[config.mk]
export PLATFORM = sky130hd
export DESIGN_NAME = rom_rafaga
export DESIGN_NICKNAME = d
export VERILOG_FILES = /design/src/rtl/rom_rafaga.sv
export SDC_FILE = /design/constraint.sdc
export NUM_CORES = 1
export LEC_CHECK = 0
export ABC_CLOCK_PERIOD_IN_PS = 3320
export CAP_MARGIN = 20
export CORE_MARGIN = 3
export CORE_UTILIZATION = 50
export DETAILED_ROUTE_END_ITERATION = 10
export DONT_BUFFER_PORTS = 1
export GPL_ROUTABILITY_DRIVEN = 1
export PLACE_DENSITY = 0.68
export SYNTH_ARGS = -nofsm -noshare
export SYNTH_HDL_FRONTEND = slang
export SYNTH_SLANG_ARGS = --single-unit
[constraint.sdc]
create_clock -name clk -period 3.32 [get_ports clk]
set_input_delay 0.664 -clock clk [delete_from_list [all_inputs] [get_ports clk]]
set_output_delay 0.664 -clock clk [all_outputs]
set_load 0.1 [all_outputs]
[src/rtl/rom_rafaga.sv]
// rom_rafaga: constant-table ROM that streams a burst of consecutive words
// over a valid/ready output.
//
// A request (inicio + direccion + longitud) is accepted only while idle. The
// block then presents one word per cycle while the consumer is ready. It stalls
// with every output held while the consumer is not ready.
//
// Output handshake: a beat transfers on every rising edge where
// valido_s & listo_s == 1. While valido_s is high and listo_s is low, dato_s,
// error_dir, ultimo_s and the internal address/counter do not change. valido_s
// never drops without a transfer, except on reset.
//
// Addressing: the address wraps to 0 after PROFUNDIDAD-1. Addresses at or
// above PROFUNDIDAD read as 0 and raise error_dir for that beat. They keep
// counting modulo 2^ANCHO_DIR, so they come back into range at 0.
//
// Optional build macro ROM_RAFAGA_PARIDAD_EN adds output paridad_s. It is the
// XOR of all bits of dato_s, registered alongside it, and 0 for out-of-range
// words.
//
// estado_fsm exposes the controller state: 0 = REPOSO, 1 = ENTREGA.

module rom_rafaga #(
    parameter int ANCHO_DATO  = 8,
    parameter int ANCHO_DIR   = 8,
    parameter int PROFUNDIDAD = 11,
    parameter int ANCHO_LON   = 4
) (
    input  logic                  clk,
    input  logic                  rst,
    input  logic                  inicio,
    input  logic [ANCHO_DIR-1:0]  direccion,
    input  logic [ANCHO_LON-1:0]  longitud,
    input  logic                  listo_s,
    output logic [ANCHO_DATO-1:0] dato_s,
    output logic                  valido_s,
    output logic                  ultimo_s,
    output logic                  error_dir,
    output logic                  ocupado,
    output logic                  estado_fsm
`ifdef ROM_RAFAGA_PARIDAD_EN
    ,
    output logic                  paridad_s
`endif
);

    typedef enum logic {
        REPOSO  = 1'b0,
        ENTREGA = 1'b1
    } estado_t;

    // PROFUNDIDAD may equal 2^ANCHO_DIR, so the range limit needs one extra bit.
    localparam logic [ANCHO_DIR:0]   LIMITE     = PROFUNDIDAD[ANCHO_DIR:0];
    localparam logic [ANCHO_DIR-1:0] ULTIMA_DIR = ANCHO_DIR'(PROFUNDIDAD - 1);
    localparam logic [ANCHO_LON-1:0] CONT_UNO   = ANCHO_LON'(1);

    estado_t               estado;
    logic [ANCHO_DIR-1:0]  dir;
    logic [ANCHO_LON-1:0]  cont;

    logic                  carga;
    logic [ANCHO_DIR-1:0]  dir_sig;
    logic [ANCHO_DIR-1:0]  dir_carga;
    logic                  fuera_carga;
    logic [ANCHO_DATO-1:0] palabra_carga;

    // Table contents for an in-range index. Values are truncated to ANCHO_DATO.
    function automatic logic [ANCHO_DATO-1:0] contenido(input logic [ANCHO_DIR-1:0] d);
        int i;
        int v;
        i = int'(d);
        if (i <= 8) begin
            v = 90 - 10 * i;
        end else if (i == 9) begin
            v = 100;
        end else if (i == 10) begin
            v = 101;
        end else begin
            v = 0;
        end
        return ANCHO_DATO'(v);
    endfunction

    // True when the address is past the implemented words.
    function automatic logic fuera_rango(input logic [ANCHO_DIR-1:0] d);
        return ({1'b0, d} >= LIMITE);
    endfunction

    // Successor address. The wrap at the table end takes priority over the
    // natural modulo-2^ANCHO_DIR rollover used by out-of-range bursts.
    function automatic logic [ANCHO_DIR-1:0] siguiente(input logic [ANCHO_DIR-1:0] d);
        if (d == ULTIMA_DIR) begin
            return '0;
        end
        return d + 1'b1;
    endfunction

    // Decide whether this edge loads a word, and which word it loads.
    always_comb begin
        carga         = 1'b0;
        dir_sig       = siguiente(dir);
        dir_carga     = dir_sig;
        fuera_carga   = 1'b0;
        palabra_carga = '0;
        if (estado == REPOSO) begin
            dir_carga = direccion;
            carga     = inicio && (longitud != '0);
        end else begin
            carga = valido_s && listo_s && (cont != CONT_UNO);
        end
        fuera_carga = fuera_rango(dir_carga);
        if (!fuera_carga) begin
            palabra_carga = contenido(dir_carga);
        end
    end

    // Burst controller: accepts requests while idle, then walks the burst one
    // transferred beat at a time. All outputs are registered.
    always_ff @(posedge clk or posedge rst) begin
        if (rst) begin
            estado    <= REPOSO;
            dir       <= '0;
            cont      <= '0;
            dato_s    <= '0;
            error_dir <= 1'b0;
            valido_s  <= 1'b0;
            ocupado   <= 1'b0;
        end else begin
            case (estado)
                REPOSO: begin
                    if (carga) begin
                        dir       <= direccion;
                        cont      <= longitud;
                        dato_s    <= palabra_carga;
                        error_dir <= fuera_carga;
                        valido_s  <= 1'b1;
                        ocupado   <= 1'b1;
                        estado    <= ENTREGA;
                    end
                end
                ENTREGA: begin
                    if (valido_s && listo_s) begin
                        if (cont == CONT_UNO) begin
                            // Last beat accepted: the burst is finished.
                            dato_s    <= '0;
                            error_dir <= 1'b0;
                            valido_s  <= 1'b0;
                            ocupado   <= 1'b0;
                            cont      <= '0;
                            estado    <= REPOSO;
                        end else begin
                            cont      <= cont - 1'b1;
                            dir       <= dir_sig;
                            dato_s    <= palabra_carga;
                            error_dir <= fuera_carga;
                        end
                    end
                end
                default: begin
                    estado   <= REPOSO;
                    valido_s <= 1'b0;
                    ocupado  <= 1'b0;
                end
            endcase
        end
    end

    // Last-beat flag is derived from registered state, so it follows the stall.
    assign ultimo_s   = valido_s && (cont == CONT_UNO);
    assign estado_fsm = estado;

`ifdef ROM_RAFAGA_PARIDAD_EN
    // Parity of the word being loaded, kept in step with dato_s.
    always_ff @(posedge clk or posedge rst) begin
        if (rst) begin
            paridad_s <= 1'b0;
        end else if (carga) begin
            paridad_s <= ^palabra_carga;
        end else if (estado == ENTREGA && valido_s && listo_s) begin
            paridad_s <= 1'b0;
        end
    end
`endif

endmodule

-- Word-level counts from Yosys, hierarchy flattened
Cells that the tools add are included.
- add/sub/neg operators: 3
- multipliers: 1
- div/mod/pow operators: 0
- order comparisons: 2
- equality and inequality tests: 9
- shifts and indexed selects: 0
- mux-type cells: 33
- bitwise gates (word level): 1
- reductions and logical operators: 8
- operator list (operator ; number):
    8-bit two-way mux ; 11
    8-bit case mux with 2 select lines ; 2
    8-bit by 5-bit equality test with 1-bit output, second input constant ; 2
    7-bit two-way mux ; 2
    4-bit two-way mux ; 3
    1-bit two-way mux ; 11
    8-bit by 1-bit adder with 8-bit output, second input constant ; 1
    8-bit by 4-bit equality test with 1-bit output, second input constant ; 1
    8-bit by 4-bit >= comparator with 1-bit output, second input constant ; 1
    8-bit by 4-bit less-or-equal comparator with 1-bit output, second input constant ; 1
    3-bit by 8-bit multiplier with 7-bit output, first input constant ; 1
    4-bit case mux with 2 select lines ; 1
    7-bit by 8-bit subtractor with 8-bit output, first input constant ; 1
    1-bit case mux with 2 select lines ; 3
    3-bit AND reduction ; 2
    4-bit by 1-bit equality test with 1-bit output, second input constant ; 1
    1-bit logical AND ; 4
    2-bit by 1-bit inequality test with 1-bit output, second input constant ; 2
    2-bit inequality test, second input constant ; 2
    4-bit by 1-bit inequality test with 1-bit output, second input constant ; 1
    4-bit nonzero test ; 1
    4-bit by 1-bit subtractor with 4-bit output, second input constant ; 1
    2-bit AND reduction ; 1
    1-bit inverter ; 1
- register bits: 23
- latch bits: 0
- bits in writable memories: 0
- memory bits (read-only): 0
- bits of input ports: 16
- output and inout bits: 13
- logic and storage cells: 63
- memories kept: 0

-- Longest topological paths before layout
Gate-level depths: netlist of run 1.
- depth after elaboration: 12
- depth in mapped cells: 14
- depth with buffers taken out: 14

-- Least setup slack after synthesis of run 1
Ideal clock, no wire load.
- path kind: register to register
- start point: register estado (netlist: estado_fsm)
- end point: register dato_s[7]
- setup time: 0.125 ns
- data arrival time: 3.494 ns
- path slack: -0.298 ns
- cell stages (with the launch flop): 13
- buffers on the path: 3
- cell sequence: dfrtp_1 -> buf_2 -> buf_1 -> clkbuf_1 -> nor2_1 -> a21oi_1 -> ha_1 -> ha_1 -> a21oi_1 -> xor2_1 -> xnor3_1 -> xnor2_1 -> o21ai_1
- longest elaborated chain between the ends: 8
- elaborated cells between the ends (all ways): 16
- ends and longest elaborated chain (item ; line ; text):
    start: declaration ; 57 ; estado_t estado;
    start signal: assignment ; 121 ; estado <= REPOSO;
    start signal: assignment ; 138 ; estado <= ENTREGA;
    start signal: assignment ; 150 ; estado <= REPOSO;
    8-bit two-way mux * ; 105 ; if (estado == REPOSO) begin
    net dir_carga[5] ; 63 ; logic [ANCHO_DIR-1:0] dir_carga;
    3-bit by 8-bit multiplier with 7-bit output ; 73 ; v = 90 - 10 * i;
    7-bit by 8-bit subtractor with 8-bit output ; 73 ;
    8-bit two-way mux ; 72 ; if (i <= 8) begin
    8-bit two-way mux * ; 112 ; if (!fuera_carga) begin
    8-bit two-way mux ; 143 ; if (cont == CONT_UNO) begin
    8-bit two-way mux ; 142 ; if (valido_s && listo_s) begin
    8-bit case mux with 2 select lines * ; 129 ; case (estado)
    end signal: assignment ; 134 ; dato_s <= palabra_carga;
    end signal: assignment ; 154 ; dato_s <= palabra_carga;
    end: declaration ; 35 ; output logic [ANCHO_DATO-1:0] dato_s,
Mark *: on every way through the listed nets, which the timed path passes. The rest lies on a longest branch. The select of a mux whose other input is x is not followed.
A chain may end at the register's enable or synchronous reset.

-- Worst setup path after layout of run 1
- start point: register dir[0]
- end point: register dato_s[6]
- longest elaborated chain between the ends: 12
- elaborated cells between the ends (all ways): 19
- ends and longest elaborated chain (item ; line ; text):
    start: declaration ; 58 ; logic [ANCHO_DIR-1:0] dir;
    start signal: assignment ; 132 ; dir <= direccion;
    start signal: assignment ; 153 ; dir <= dir_sig;
    parallel branches: the longest is 2 deep, another holds 8-bit by 1-bit adder with 8-bit output ; -- ;
    8-bit two-way mux * ; 95 ; return d + 1'b1;
    8-bit two-way mux * ; 105 ;
    net dir_carga[3] ; 63 ;
    parallel branches: the longest is 4 deep, another holds 3-bit by 8-bit multiplier with 7-bit output ; -- ;
    8-bit two-way mux * ; 112 ;
    8-bit two-way mux ; 143 ;
    8-bit two-way mux ; 142 ;
    8-bit case mux with 2 select lines * ; 129 ;
Mark *: on every way through the listed nets, which the timed path passes. The select of a mux whose other input is x is not followed.

==> results_dict.tcl, run 1 <==
set metrics [dict create \
    run_status "completed" \
    synth_seq_cells 23 \
    synth_top_area_share_pct 33.5 \
    wl_per_cell_um 16.9 \
    antenna_left 0 \
    async_flop_share_pct 100 \
    cpMostUsedCell "ha_1" \
    setup-violations-final 0 \
    area_growth_pct 12.6 \
    hold_viol_final 0 \
    grt_max_degree 24 \
    fmax_ghz 0.313 \
    synth-compound-area-share_pct 20.6 \
    fin_crit_sh_pct 96.4 \
    synth-edff-count 0 \
    crit_path_max_incr_delay_ns 0.52 \
    worst_pin_slew_ns 0.920 \
    fin_nets 235 \
    drive_gt1_share_pct 21.0 \
    cp.arrival_ns 3.43 \
    core-area_um2 3180 \
    yosys.cell_types.count 52 \
    drv_cap 0 \
    clk_latency_ns 0.33 \
    fin_crit_ns 3.20 \
    die_w_um 64.7 \
    cts_sinks 23 \
    cp_num_buf_inv 2 \
    synth_top_family_by_area "simple AND/OR/NAND/NOR gates" \
    cp-start-kind "register" \
    holdWs_ns 0.387 \
    fin_skew_ns 0.00406 \
    cts_buffers 3 \
    end_kind "register" \
    syn_inst 194 \
    layout_common_cells "nand2_1, dfrtp_1, buf_4, nor2_1" \
    drc 0 \
    port_buffers 0 \
    hp-class "input pin to asynchronous set/reset pin" \
    synth_fp_nets 223 \
    drt-total-wl_um 4220 \
    overflow 0 \
    yosys_most_used_dff "dfrtp_1" \
    row_count 20 \
    firstDrtPassIters 4 \
    synthMuxAreaShare_pct 2.04 \
    htree_num_levels 1 \
    dr_total_vias 1455 \
    yosysTopAreaCell "dfrtp_1" \
    placed_cells 239 \
    tns_ns 0 \
    synth.yosys.seq_area_share_pct 33.5 \
    crit_family "adder cells" \
    start_util_pct 54.1 \
    syn_area_per_cell_um2 8.87 \
    final_cells 249 \
    grt_pass1_vias 1485 \
    track_usage_pct 20.7 \
    nFillCells 289 \
    place_area_um2 1810 \
    dieArea_um2 4180 \
    grt_pass1_wl_um 6760 \
    antenna_found_initial 0 \
    slew_headroom_pct 38.7 \
    design_area_um2 1940 \
    cts_tree "yes" \
    synth_area_um2 1720 \
    diodes 0 \
    ys_top_cells_by_area "dfrtp_1, ha_1, nand2_1" \
    die_y_um 64.7 \
    cts.path.max_buffers 2 \
    clk_root_buffer_cell "clkbuf_4" \
    via_per_inst 5.84 \
    crit_chain "inv_1, ha_1, nor4b_4, nand3_2, a31oi_4, inv_2, ha_1, ha_1, fa_1, a21oi_2, xnor2_1, nand2_1, a22o_1" \
    path_max_fanout 5 \
    post_synth_and_or_nand_nor_area_fraction_pct 23.1 \
    hpwl_um 3180 \
    synth_xor_area_share_pct 6.40 \
    synth_fa_ha_area_share_pct 9.89 \
    ctsHoldBuffers 0 \
    drtIter0Drc 83 \
    clkTransAtPathRegs_ns 0.14 \
    r2r_setup_slack_ns 0.12 \
    pin_count 29 \
    cpMaxStageDelayCell "fa_1" \
    gp_congestion 0.894 \
    mostFrequentLayoutCell "nand2_1" \
    crit_type "register to register" \
    yosysWarnings 0 \
    slew_viol_final 0 \
    worstPathRequired_ns 3.55 \
]
final timing paths:
path | startpoint | to | cells past startpoint
worst max-delay path | dir[0]$_DFFE_PP0P_ | dato_s[6]$_DFFE_PP0P_ | 13
worst min-delay path | rst | dato_s[4]$_DFFE_PP0P_ | 1
worst max register to register | dir[0]$_DFFE_PP0P_ | dato_s[6]$_DFFE_PP0P_ | 13
worst min register to register | ocupado$_DFFE_PP0P_ | ocupado$_DFFE_PP0P_ | 1
max in group asynchronous | rst | estado_fsm$_DFF_PP0_ | 1
min in group clk | longitud[3] | cont[3]$_DFFE_PP0P_ | 2
routing by layer:
metal	vias up	part of all wire, %	global-route usage [%]	wire, µm
li1	703	-	-	-
met4	0	2.4	6.60	103
met2	36	48	34.9	2030
met5	-	0	0	0
met3	13	6.0	6.41	251
met1	703	43	25.1	1830
cell type report:
class / instances / area (µm²) / share of cell area (%)
clock buffer: 3 / 22.5 / 1.16
clock inverter: 1 / 7.51 / 0.388
inverter: 10 / 37.5 / 1.94
multi-input combinational: 153 / 1120 / 57.9
sequential: 23 / 581 / 30.0
tap: 44 / 55.1 / 2.84
timing repair buffer: 15 / 113 / 5.81
worst reg2reg max path: stages (launching register included):
cell and delay (ns):
dfrtp_1 0.41, inv_1 0.08, ha_1 0.17, nor4b_4 0.25, nand3_2 0.21, a31oi_4 0.23
inv_2 0.09, ha_1 0.32, ha_1 0.25, fa_1 0.52, a21oi_2 0.18, xnor2_1 0.13
nand2_1 0.07, a22o_1 0.20
flip-flops by register name, summed over array words and instances, names as in the netlist:
signal and count:
error_dir 1, dato_s 8, ocupado 1, dir 8, estado_fsm 1, cont 4
cell families after synthesis:
logic type	after synthesis
and+or+nand+nor	74
AOI/OAI and AO/OA	52
DFF	23
buffers and inverters	18
adders and majority gates	13
xor gates and xnor gates	11
muxes	3
synthesized netlist by cell type (all sizes together) (2+ instances only):
cell type,instances
a21o,4
a21oi,11
a22o,2
a31o,2
a31oi,4
and2,2
and3,2
buf,7
dfrtp,23
ha,12
inv,10
mux2i,2
nand2,28
nand2b,3
nand3,8
nor2,14
nor2b,3
nor3,3
nor3b,2
o21ai,20
or3,4
xnor2,6
xor2,4
what timing repair did:
item,4_1_cts,5_1_grt
pin swaps,1,6
cloned,0,0
gates resized for setup,1,7
setup endpoints to repair,1,2
buffers inserted,0,6
metrics by stage:
stage          setup WS [ns]  utilization (%)
3_5_place_dp         -0.0479             56.9
2_1_floorplan         0.0833                -
4_1_cts              0.00213             58.1
5_1_grt              -0.0339             60.9
3_3_place_gp           0.155             56.9
6_report               0.120             60.9
Power of run 1 is not shown: default switching activity piles up to over one toggle a cycle in this logic, so the estimate is an artifact.
==> run 2: changes to the inputs <==
Settings changed: CORE_ASPECT_RATIO set to 1.25, CTS_BUF_LIST set to sky130_fd_sc_hd__clkbuf_4 sky130_fd_sc_hd__clkbuf_8, RECOVER_POWER set to 25.
==> results_dict.tcl, run 2 (same netlist as run 1, synthesis figures left out) <==
set metrics [dict create \
    run_status "completed" \
    rr_worst_depth 12 \
    cts.path.max_buffers 2 \
    final_cells 237 \
    drtIter0Drc 69 \
    area_growth_pct 10.5 \
    regArea_um2 581 \
    hpwl_um 3140 \
    worst_pin_slew_ns 0.904 \
    fmax_ghz 0.320 \
    htree_num_levels 1 \
    drv_cap 0 \
    place_area_um2 1800 \
    grt_pass1_vias 1425 \
    placed_cells 232 \
    track_usage_pct 20.5 \
    pin_count 29 \
    wl_per_cell_um 17.4 \
    dieArea_um2 4180 \
    setup-violations-final 0 \
    antenna_found_initial 0 \
    path_max_fanout 5 \
    hold_viol_final 0 \
    largestRegisters "dato_s x8, dir x8, cont x4" \
    fin_crit_ns 3.12 \
    overflow 0 \
    nFillCells 290 \
    core-area_um2 3250 \
    clk_latency_ns 0.26 \
    hp-class "input pin to asynchronous set/reset pin" \
    diodes 0 \
    dr_total_vias 1447 \
    cp-start-kind "register" \
    drt-total-wl_um 4130 \
    row_count 23 \
    cp.arrival_ns 3.28 \
    slew_headroom_pct 39.7 \
    die_w_um 58.5 \
    crit_type "register to register" \
    layout_common_cells "nand2_1, dfrtp_1, nor2_1, o21ai_0, ha_1" \
    mostFrequentLayoutCell "nand2_1" \
    fin_crit_sh_pct 94.1 \
    clkTransAtPathRegs_ns 0.08 \
    design_area_um2 1900 \
    grt_max_degree 24 \
    port_buffers 0 \
    cts_tree "yes" \
    firstDrtPassIters 4 \
    multi_input_area_um2 1110 \
    fin_skew_ns 0.00410 \
    drive_gt1_share_pct 17.5 \
    fin_nets 230 \
    cts_buffers 3 \
    drc 0 \
    clk_root_buffer_cell "clkbuf_8" \
    antenna_left 0 \
    holdWs_ns 0.461 \
    start_util_pct 52.9 \
    worstPathRequired_ns 3.47 \
    gp_congestion 0.872 \
    grt_pass1_wl_um 6670 \
    die_y_um 71.6 \
    final_util_pct 58.5 \
    slew_viol_final 0 \
    via_per_inst 6.11 \
    cts_sinks 23 \
    end_kind "register" \
]
run 2: cell types whose count changed in the layout (fill, tap and decap cells not counted), moves of 2 or more:
cell / change
buf_4: -5
clkbuf_8: +3
a21oi_1: +2
a21oi_2: -2
clkbuf_4: -2
run 2: metrics by stage:
step	worst slack, ns	setup TNS, ns
global placement	0.154	0
finish	0.196	0
global route	-0.0432	-0.0854
CTS	0.00817	0
floorplan	0.0833	0
detailed placement	0.0308	0
run 2: worst max-delay path, cell delays in order (launching register included):
cell	delay, ns
dfrtp_1	0.43
ha_1	0.20
nor4b_4	0.14
a311o_1	0.42
and2_1	0.17
inv_1	0.10
ha_1	0.25
ha_1	0.23
fa_1	0.50
a21oi_1	0.17
xnor2_1	0.14
nand2_1	0.07
a22o_1	0.19
run 2: final timing paths:
| check | from | end | slack [ns] |
|---|---|---|---|
| worst max-delay path | dir[1]$_DFFE_PP0P_ | dato_s[6]$_DFFE_PP0P_ | 0.20 |
| worst min-delay path | rst | cont[3]$_DFFE_PP0P_ | 0.46 |
| worst max register to register | dir[1]$_DFFE_PP0P_ | dato_s[6]$_DFFE_PP0P_ | 0.20 |
| worst min register to register | cont[1]$_DFFE_PP0P_ | cont[1]$_DFFE_PP0P_ | 0.52 |
| max in group asynchronous | rst | estado_fsm$_DFF_PP0_ | 2.25 |
| min in group clk | cont[1]$_DFFE_PP0P_ | cont[1]$_DFFE_PP0P_ | 0.52 |
run 2: layout make-up:
class / count / area share, %
Clock buffer: 4 / 2.57
Inverter: 10 / 1.97
Timing Repair Buffer: 10 / 3.95
Sequential cell: 23 / 30.5
Multi-Input combinational cell: 153 / 58.6
Tap cell: 37 / 2.43
run 2: per-layer routing:
layer | part of all wire (%) | vias up | global-route usage [%] | routed length [µm]
li1 | - | 696 | - | -
met3 | 5.6 | 12 | 2.88 | 233
met1 | 39 | 703 | 24.4 | 1600
met4 | 2.8 | 0 | 4.90 | 117
met2 | 53 | 36 | 37.9 | 2180
met5 | 0 | - | 0 | 0
run 2: what timing repair did:
item                       4_1_cts  5_1_grt
setup endpoints to repair        1        2
resized for setup                1        6
hold buffers                     0        0
setup buffers                    0        1
pin swaps                        1        5
cloned                           0        0
Power of run 2 is left out for the same reason.
